--- config.mk ---
export PLATFORM = sky130hd
export DESIGN_NAME = vector_issue_buffer
export DESIGN_NICKNAME = d
export VERILOG_FILES = /design/src/rtl/vector_issue_pkg.sv /design/src/rtl/vib_fifo.sv /design/src/rtl/vector_issue_buffer.sv
export SDC_FILE = /design/constraint.sdc
export NUM_CORES = 1
export LEC_CHECK = 0
export ABC_AREA = 1
export CAP_MARGIN = 0
export CORE_ASPECT_RATIO = 1.5
export CORE_MARGIN = 10
export CORE_UTILIZATION = 55
export DETAILED_ROUTE_END_ITERATION = 10
export GPL_TIMING_DRIVEN = 0
export PLACE_DENSITY = 0.91
export SLEW_MARGIN = 25
export SYNTH_ARGS = -nofsm -noshare
export SYNTH_HDL_FRONTEND = slang
export SYNTH_SLANG_ARGS = --single-unit
--- constraint.sdc ---
create_clock -name clk -period 5.8 [get_ports clk]
set_input_delay 1.16 -clock clk [delete_from_list [all_inputs] [get_ports clk]]
set_output_delay 1.16 -clock clk [all_outputs]
set_load 0.05 [all_outputs]
--- src/rtl/vector_issue_pkg.sv ---
// Shared types for the vector issue buffer: entry layout, FSM states and counter width.
package vector_issue_pkg;

  localparam int unsigned VIB_OUTST_W = 8;

  typedef struct packed {
    logic [31:0] inst;
    logic [31:0] opa;
  } Vinst_entry;

  typedef enum logic [1:0] {
    VIB_RUN,
    VIB_DRAIN,
    VIB_ACK
  } Vib_state;

endpackage

--- src/rtl/vib_fifo.sv ---
// Register-array FIFO for the vector issue buffer: wrap-bit pointers, occupancy and flush.
module vib_fifo
  import vector_issue_pkg::*;
#(
  parameter int unsigned DEPTH = 4,
  localparam int unsigned AW = $clog2(DEPTH)
) (
  input  logic       clk,
  input  logic       reset,
  input  logic       push,
  input  Vinst_entry wdata,
  input  logic       pop,
  input  logic       flush,
  output Vinst_entry rdata,
  output logic       empty,
  output logic       full,
  output logic [AW:0] count
);

  localparam logic [AW:0] PtrOne = (AW + 1)'(1);

  Vinst_entry   mem_q [DEPTH];
  logic [AW:0]  wr_ptr_q, wr_ptr_d;
  logic [AW:0]  rd_ptr_q, rd_ptr_d;
  logic         push_en;

  assign push_en = push & ~full;

  assign empty = (wr_ptr_q == rd_ptr_q);
  assign full  = (wr_ptr_q[AW] != rd_ptr_q[AW]) && (wr_ptr_q[AW-1:0] == rd_ptr_q[AW-1:0]);
  assign count = wr_ptr_q - rd_ptr_q;
  assign rdata = mem_q[rd_ptr_q[AW-1:0]];

  always_comb begin
    wr_ptr_d = wr_ptr_q;
    rd_ptr_d = rd_ptr_q;
    if (push_en) wr_ptr_d = wr_ptr_q + PtrOne;
    // Flush drops everything not yet issued by catching the read pointer up.
    if (flush) begin
      rd_ptr_d = wr_ptr_q;
    end else if (pop && !empty) begin
      rd_ptr_d = rd_ptr_q + PtrOne;
    end
  end

  always_ff @(posedge clk or negedge reset) begin
    if (!reset) begin
      wr_ptr_q <= '0;
      rd_ptr_q <= '0;
    end else begin
      wr_ptr_q <= wr_ptr_d;
      rd_ptr_q <= rd_ptr_d;
    end
  end

  always_ff @(posedge clk) begin
    if (push_en) mem_q[wr_ptr_q[AW-1:0]] <= wdata;
  end

endmodule

--- src/rtl/vector_issue_buffer.sv ---
// In-order issue buffer between the scalar core and the vector unit, with in-flight cap,
// sync drain handshake and flush of unissued entries.
module vector_issue_buffer
  import vector_issue_pkg::*;
#(
  parameter int unsigned DEPTH           = 4,
  parameter int unsigned MAX_OUTSTANDING = 8
) (
  input  logic                      clk,
  input  logic                      reset,
  input  logic                      in_valid,
  output logic                      in_ready,
  input  logic [31:0]               in_inst,
  input  logic [31:0]               in_opa,
  output logic                      out_valid,
  input  logic                      out_ready,
  output logic [31:0]               out_inst,
  output logic [31:0]               out_opa,
  input  logic                      done,
  input  logic                      sync_req,
  output logic                      sync_ack,
  input  logic                      flush,
  output logic [$clog2(DEPTH):0]    count,
  output logic [VIB_OUTST_W-1:0]    outstanding,
  output logic                      err_underflow
);

  localparam logic [VIB_OUTST_W-1:0] MaxOutst = VIB_OUTST_W'(MAX_OUTSTANDING);
  localparam logic [VIB_OUTST_W-1:0] OutstOne = VIB_OUTST_W'(1);

  Vib_state                state_q;
  logic                    sync_ack_q;
  logic [VIB_OUTST_W-1:0]  outst_q, outst_d;
  logic                    err_q, err_d;
  logic                    fifo_empty, fifo_full;
  logic                    accept, issue;
  Vinst_entry              wr_entry, head;

  // Reset gating keeps in_ready low while the block is held in reset.
  assign in_ready  = reset & (state_q == VIB_RUN) & ~fifo_full & ~flush;
  assign out_valid = ~fifo_empty & (outst_q < MaxOutst) & ~flush;
  assign accept    = in_valid & in_ready;
  assign issue     = out_valid & out_ready;

  assign wr_entry = '{inst: in_inst, opa: in_opa};

  vib_fifo #(
    .DEPTH (DEPTH)
  ) u_fifo (
    .clk   (clk),
    .reset (reset),
    .push  (accept),
    .wdata (wr_entry),
    .pop   (issue),
    .flush (flush),
    .rdata (head),
    .empty (fifo_empty),
    .full  (fifo_full),
    .count (count)
  );

  // Head is only exposed while it is being offered, so idle/reset outputs read as zero.
  assign out_inst = out_valid ? head.inst : 32'h0;
  assign out_opa  = out_valid ? head.opa  : 32'h0;

  always_comb begin
    outst_d = outst_q;
    err_d   = err_q;
    case ({issue, done})
      2'b10:   outst_d = outst_q + OutstOne;
      2'b01: begin
        if (outst_q == '0) err_d = 1'b1;
        else               outst_d = outst_q - OutstOne;
      end
      default: ;
    endcase
  end

  always_ff @(posedge clk or negedge reset) begin
    if (!reset) begin
      outst_q <= '0;
      err_q   <= 1'b0;
    end else begin
      outst_q <= outst_d;
      err_q   <= err_d;
    end
  end

  assign outstanding   = outst_q;
  assign err_underflow = err_q;

  // Drain completes on the cycle the last completion lands, so the ack follows it directly.
  always_ff @(posedge clk or negedge reset) begin
    if (!reset) begin
      state_q    <= VIB_RUN;
      sync_ack_q <= 1'b0;
    end else begin
      sync_ack_q <= 1'b0;
      case (state_q)
        VIB_RUN: begin
          if (sync_req) state_q <= VIB_DRAIN;
        end
        VIB_DRAIN: begin
          if (fifo_empty && (outst_d == '0)) begin
            state_q    <= VIB_ACK;
            sync_ack_q <= 1'b1;
          end
        end
        VIB_ACK: state_q <= VIB_RUN;
        default: state_q <= VIB_RUN;
      endcase
    end
  end

  assign sync_ack = sync_ack_q;

endmodule

# After elaboration in Yosys (flattened, before gate mapping)
# Memory sizes are Yosys's and may differ from the RTL's.
# Index checks and enable logic that the tools add are counted.
# Widths: inputs -> output; s select.
# classes
add_sub_neg	5
multipliers	0
n_div	0
magnitude_cmp	1
n_eq_ne	8
n_shift	0
n_mux	13
bitwise_logic	11
n_reduce_logical	10
# op_table
op	n
$mux 32	2
$logic_not 8->1	2
$pmux 8 s2	1
$add 8x1->8 const B	1
$and 1x1->1	8
$lt 8x4->1 const B	1
$mux 8	1
$sub 8x1->8 const B	1
$add 3x1->3 const B	2
$mux 3	2
$eq 2x1->1 const B	2
$mux 1	4
$mux 2	2
$ne 2x2->1 const B	2
$pmux 2 s2	1
$reduce_and 2->1	2
$eq 3x3->1	1
$logic_and 1x1->1	3
$not 1->1	3
$sub 3x3->3	1
$eq 2x2->1	1
$eq 2x2->1 const B	1
$logic_not 2->1	1
$reduce_bool 2->1	1
other kinds (2)	2
# word_totals
ff_bits	18
latch_bits	0
ram_bits	256
mem_bits_ro	0
input_bits	71
output_inout_bits	79
word_cells	55
memories	1
# mem_list
name	words	word_bits	rd	rd_ports_with_merged_regs	write_ports	line	rtl
u_fifo.mem_q	4	64	1	0	1	vib_fifo.sv:22	Vinst_entry mem_q [DEPTH];

# Depth between registers and ports, before layout
# Gate-level depths: netlist of the first run.
# logic_depth
word_depth	11
depth_mapped	19
ltp_nobuf	18

# Modules after synthesis
# A second synthesis of the first run with hierarchy kept.
# unflattened
hier_cells	979
hier_area_um2	11573.6
# modules_own_cells
mod	n_inst	cells_each	area_each_um2	seq_area_each_um2
vib_fifo	1	689	10089.7	7837.5
vector_issue_buffer	1	290	1483.9	300.3

# Least setup slack after synthesis of the first run
# OpenSTA, ideal clock, no wires.
# synth_path
path_kind	in2reg
start	input port flush
end	memory u_fifo.mem_q[3][0] in the netlist's numbering (enable)
setup_time_ns	0.489
arrival_ns	5.407
required_time_ns	5.311
slack_ns	-0.097
path_stages	5
n_path_buf	0
cell_sequence	inv_1 -> nand3_1 -> a31oi_1 -> nand2_1 -> nor2_1
# synth_between
elab_chain_cells	6
# synth_lines
item	line	rtl
start: declaration	vector_issue_buffer.sv:22	input logic flush,
$not 1->1	vector_issue_buffer.sv:40	assign in_ready = reset & (state_q == VIB_RUN) & ~fifo_full & ~flush;
$and 1x1->1	vector_issue_buffer.sv:40	
net in_ready	vector_issue_buffer.sv:12	output logic in_ready,
$and 1x1->1	vector_issue_buffer.sv:42	assign accept = in_valid & in_ready;
$and 1x1->1	vib_fifo.sv:27	assign push_en = push & ~full;
$mux 1	vib_fifo.sv:57	if (push_en) mem_q[wr_ptr_q[AW-1:0]] <= wdata;
$mux 1 (implied by the code)	vib_fifo.sv:57	
end: declaration	vib_fifo.sv:22	
# The timed path passes the listed nets, and every way through them passes these cells.

# Final worst setup path of the first run
# layout_path
start	register u_fifo.rd_ptr_q[1]
end	output port out_inst[14]
# layout_between
elab_chain_cells	5
word_cells_on_any_way	6
classes_between	eq/ne (1); mux (1); bitwise (3); memory (1)
# layout_lines
item	line	rtl
start: declaration	vib_fifo.sv:24	logic [AW:0] rd_ptr_q, rd_ptr_d;
start signal: assignment	vib_fifo.sv:52	rd_ptr_q <= rd_ptr_d;
$eq 3x3->1	vib_fifo.sv:29	assign empty = (wr_ptr_q == rd_ptr_q);
$not 1->1	vector_issue_buffer.sv:41	assign out_valid = ~fifo_empty & (outst_q < MaxOutst) & ~flush;
$and 1x1->1 (2 in series)	vector_issue_buffer.sv:41	
$mux 32 (*)	vector_issue_buffer.sv:63	assign out_inst = out_valid ? head.inst : 32'h0;
end: declaration	vector_issue_buffer.sv:17	output logic [31:0] out_inst,
# Mark *: on every way between the ends. The rest lies on a longest branch, timed or not.

==> flow_results.org, run 1 <==
** Status
- The run finished with clean final reports.

** Final layout
- Cell area after layout :: 0.01428 sq mm
- Area Growth Syn to Fin :: 26.23%
- Leaving out fill and tap cells, the most frequent cell in the layout is sky130_fd_sc_hd__nor2_1.
- For this run, the post-layout net count is 1233.
- Number of fillers in the final layout :: 1386
- In the layout the commonest cells are 275 x sky130_fd_sc_hd__nor2_1, 256 x sky130_fd_sc_hd__edfxtp_1, 149 x sky130_fd_sc_hd__clkdlybuf4s50_1.
- Fraction of layout instances using a drive strength above 1 :: 0.07870

** Synthesis
- The mapped netlist covers 0.01131 sq mm.
- The Yosys step of the flow raised 0 warnings.
- Unique cell type count in the Yosys netlist :: 29
- Cell type with the highest aggregate area in the netlist :: sky130_fd_sc_hd__edfxtp_1
- Synthesized area divided by synthesized cell count :: 11.76 sq um
- Top-area cell type share of the netlist area :: 0.6795
- Proportion of synthesized chip area in sequential cells :: 0.7193
- In the post-synthesis netlist, the biggest area contributors are sky130_fd_sc_hd__edfxtp_1 68%, sky130_fd_sc_hd__nor2_1 9.3%, sky130_fd_sc_hd__o21ai_0 6.1%.
- Synthesis produced a netlist with a net count of 1045.
- Number of storage elements in the synthesis netlist :: 274
- In the synthesized netlist, the number of instances is 962.

** Global routing
- Entering global routing, the biggest net connects 23 pins.
- Number of global-route vias before repair :: 8453
- The first global-routing pass estimated 45250 microns of wire.
- The initial antenna violation count was 2.
- For this run, the total global-route usage over all layers was measured as 0.2145.
- Total gr overflow :: 0

** Critical path
- Delay contributed by the slowest stage of the critical path :: 860 ps
- Broken down by cell family, the worst path's largest delay share belongs to buffers and inverters.
- Data on the critical path arrives at its endpoint at 3730 ps.
- Data on the critical path is required at its endpoint by 4640 ps.
- The most numerous cell type found on the critical path is sky130_fd_sc_hd__inv_1.
- Maximum net fanout on the critical path :: 10
- Crit path buffers/inverters :: 6
- The slowest stage of the critical path is the sky130_fd_sc_hd__clkdlybuf4s50_1 cell.
- The worst setup path is of the reg2out kind.
- The startpoint identified for the worst register-to-register timing path is u_fifo.rd_ptr_q[1].
- CP cell instances :: inv_1, clkbuf_1, ha_1, inv_1, nor3_2, nor4_4, inv_4, buf_6, a21oi_1, clkdlybuf4s50_1
- Launching instance or port of the critical path :: u_fifo.rd_ptr_q[1]
- The worst setup path is launched from a register.
- Element type at the critical path end :: output port

** Place
- Cell area after placement :: 0.01346 sq mm
- The congestion estimate from routability-driven global placement came to 0.8512.
- After legalization and detailed placement, the total HPWL measured 19620 microns.
- Post-placement worst setup slack :: 982.3 ps
- Buffers on Ports :: 149

** Pwr
- Power per cell area :: 427.5 mW/mm^2
- Of the total power, the share spent switching nets is 0.3740.
- Of the total power, registers draw 0.380.
- Switching power :: 2.283 mW
- Clock network fraction of total power :: 0.267
- VDD sags by at most 0.3876 mV.
- The internal portion of the total power is 3.821 mW.
- Reported leakage power :: 5.017 nW
- Post-layout power :: 6.105 mW
- Comb pwr share :: 0.353

** Run
- Across the run, the number of max-cap violations was 0.

** STA
- Number of hold-slack violations in the final timing report :: 0
- Rel. slew slack :: 0.3830
- Timing would allow up to 204.5 MHz.
- Across all setup checks in the final design, the least slack found is 910.4 ps.
- Minimum clock period after layout :: 4890 ps
- Final period util :: 0.8430
- Summed over all failing endpoints, the final setup total negative slack is 0 ps.
- Fin Clk Skew :: 10.39 ps
- Worst-margin pin slew :: 922.7 ps
- Setup violations remaining at the end of the flow were counted as 0.
- Setup repair after global routing missed its margin :: no
- The number of max-slew violations in the final report came to 0.

** Min path
- The path class of the tightest hold or removal check is reg2reg.
- In this run the most critical hold path is launched from err_underflow.

** Detailed routing
- The routed layout has 8050 vias.
- The first detailed-routing pass ran for 6 iterations.
- Number of nets with antenna violations after routing :: 0
- Detailed-route wire length :: 29210 microns
- The first routing iteration left 708 violations.
- In the final routed layout, each cell accounts on average for 20.35 microns.
- After detailed routing, the number of vias per cell comes to 5.610.
- After detailed routing, the number of remaining DRC violations is 0.

** CTS
- Buffers added to address setup during post-CTS repair amount to 0.
- Clock buffer depth :: 3
- In this run the number of H-tree levels came out at 1.
- Clock transition at the register clock pins on the worst setup and hold paths after CTS :: 70 ps
- Library cell used as clock root buffer :: sky130_fd_sc_hd__clkbuf_16
- After clock tree synthesis, the repair step resized 0 gates.
- Hold repair after CTS inserted 0 buffers.
- Counting every sink on the clock net gives 274.
- The clock reaches the later pin of the worst-skew pair after 520 ps.
- In this run, CTS created clock tree buffers numbering 25.
- CTS tree :: done

** Floorplan
- The die covers 0.02683 sq mm.
- For this configuration, the core starts out at a cell density of 0.5562.
- The floorplan has 64 rows.
- DIE HEIGHT :: 195.7 microns
- The die is 137.1 microns wide.
- The region available for standard cell placement spans 0.02034 sq mm.
- I/O pin cnt :: 150
[layer usage]
metal	wire length, microns	track usage
met5	18	0
met4	1048	0.08966
met3	2020	0.03606
met2	15770	0.3915
met1	10350	0.2374
[cells in the mapped netlist (all sizes together)]
master,number
nor2,282
edfxtp,256
o21ai,139
a21oi,68
nand2,57
inv,46
clkbuf,30
nand3,21
buf,19
dfrtp,18
ha,11
xor2,5
nand4,3
a31oi,1
fa,1
nor3,1
nor4,1
o211ai,1
o22ai,1
or2,1
[final timing paths]
path                                  end  slack, ps  cells past startpoint
min                         err_underflow        470                      2
max reg2reg                    state_q[0]       2130                     19
max                          out_inst[14]        910                     10
min in group asynchronous        sync_ack       1160                      1
max in group asynchronous  outstanding[1]       4070                      1
min reg2reg                 err_underflow        470                      2
[sequential cells by signal (all words and copies together) (netlist names)]
signal	cells
u_fifo.mem_q	256
outstanding	8
u_fifo.rd_ptr_q	3
u_fifo.wr_ptr_q	3
state_q	2
err_underflow	1
sync_ack	1
[metrics by stage]
step           hold WS (ps)  utilization  std cells
3_3_place_gp          451.8       0.6459       1375
6_report              469.9       0.7021       1435
5_1_grt               507.1       0.7020       1434
4_1_cts               469.5       0.7019       1433
3_5_place_dp          453.6       0.6618       1387
2_1_floorplan         494.8            -        962
[power by group through the flow]
stage	logic, mW	clock network [mW]	registers [mW]
floorplan	1.32	0	2.43
global placement	2.04	0	2.36
detailed placement	2.13	0	2.36
CTS	2.16	1.65	2.31
global route	2.35	1.73	2.32
finish	2.16	1.63	2.32
[area by class of cell]
class	count	area, sq um	area share
Antenna cell	2	5.005	0.0003504
Buffer	49	235.2	0.01647
Clock buffer	28	636.9	0.04459
Clock inverter	18	178.9	0.01253
Inverter	46	175.2	0.01227
Multi-Input combinational cell	593	2795	0.1957
Sequential cell	274	8138	0.5698
Tap cell	264	330.3	0.02313
Timing Repair Buffer	161	1787	0.1251
[kinds of logic (layout without fill, tap and decap cells)]
logic type | after synthesis | in the layout | share of synthesized area
xor+xnor | 5 | 5 | 0.004534
buf+inv | 95 | 302 | 0.03627
fa+ha+maj | 12 | 12 | 0.01393
simple gates | 366 | 366 | 0.1290
compound gates | 210 | 210 | 0.09699
other cells | 0 | 2 | 0
flops | 274 | 274 | 0.7193
[tightest hold or removal path: cells and delay by family, from the launching register on]
family	cells	cell delay, ps
buffers and inverters	1	40
DFF	1	350
and+or+nand+nor	1	50
Note: power is estimated with default switching activity, not from simulation.
==> inputs of run 2 (changes only) <==
==> constraint.sdc (replaced) <==
create_clock -name clk -period 4.95 [get_ports clk]
set_input_delay 0.99 -clock clk [delete_from_list [all_inputs] [get_ports clk]]
set_output_delay 0.99 -clock clk [all_outputs]
set_load 0.05 [all_outputs]
==> results of run 2 <==
Same layout as run 1 (identical final DEF). Status: finished clean.
Among the figures that moved: setup slack after placement 982.3 ps -> 472.3 ps; setup slack after layout 910.4 ps -> 230.4 ps; register-to-register setup slack 2130 ps -> 1280 ps; total power 6.105 mW -> 7.153 mW; worst IR drop on VDD 0.3876 mV -> 0.4541 mV
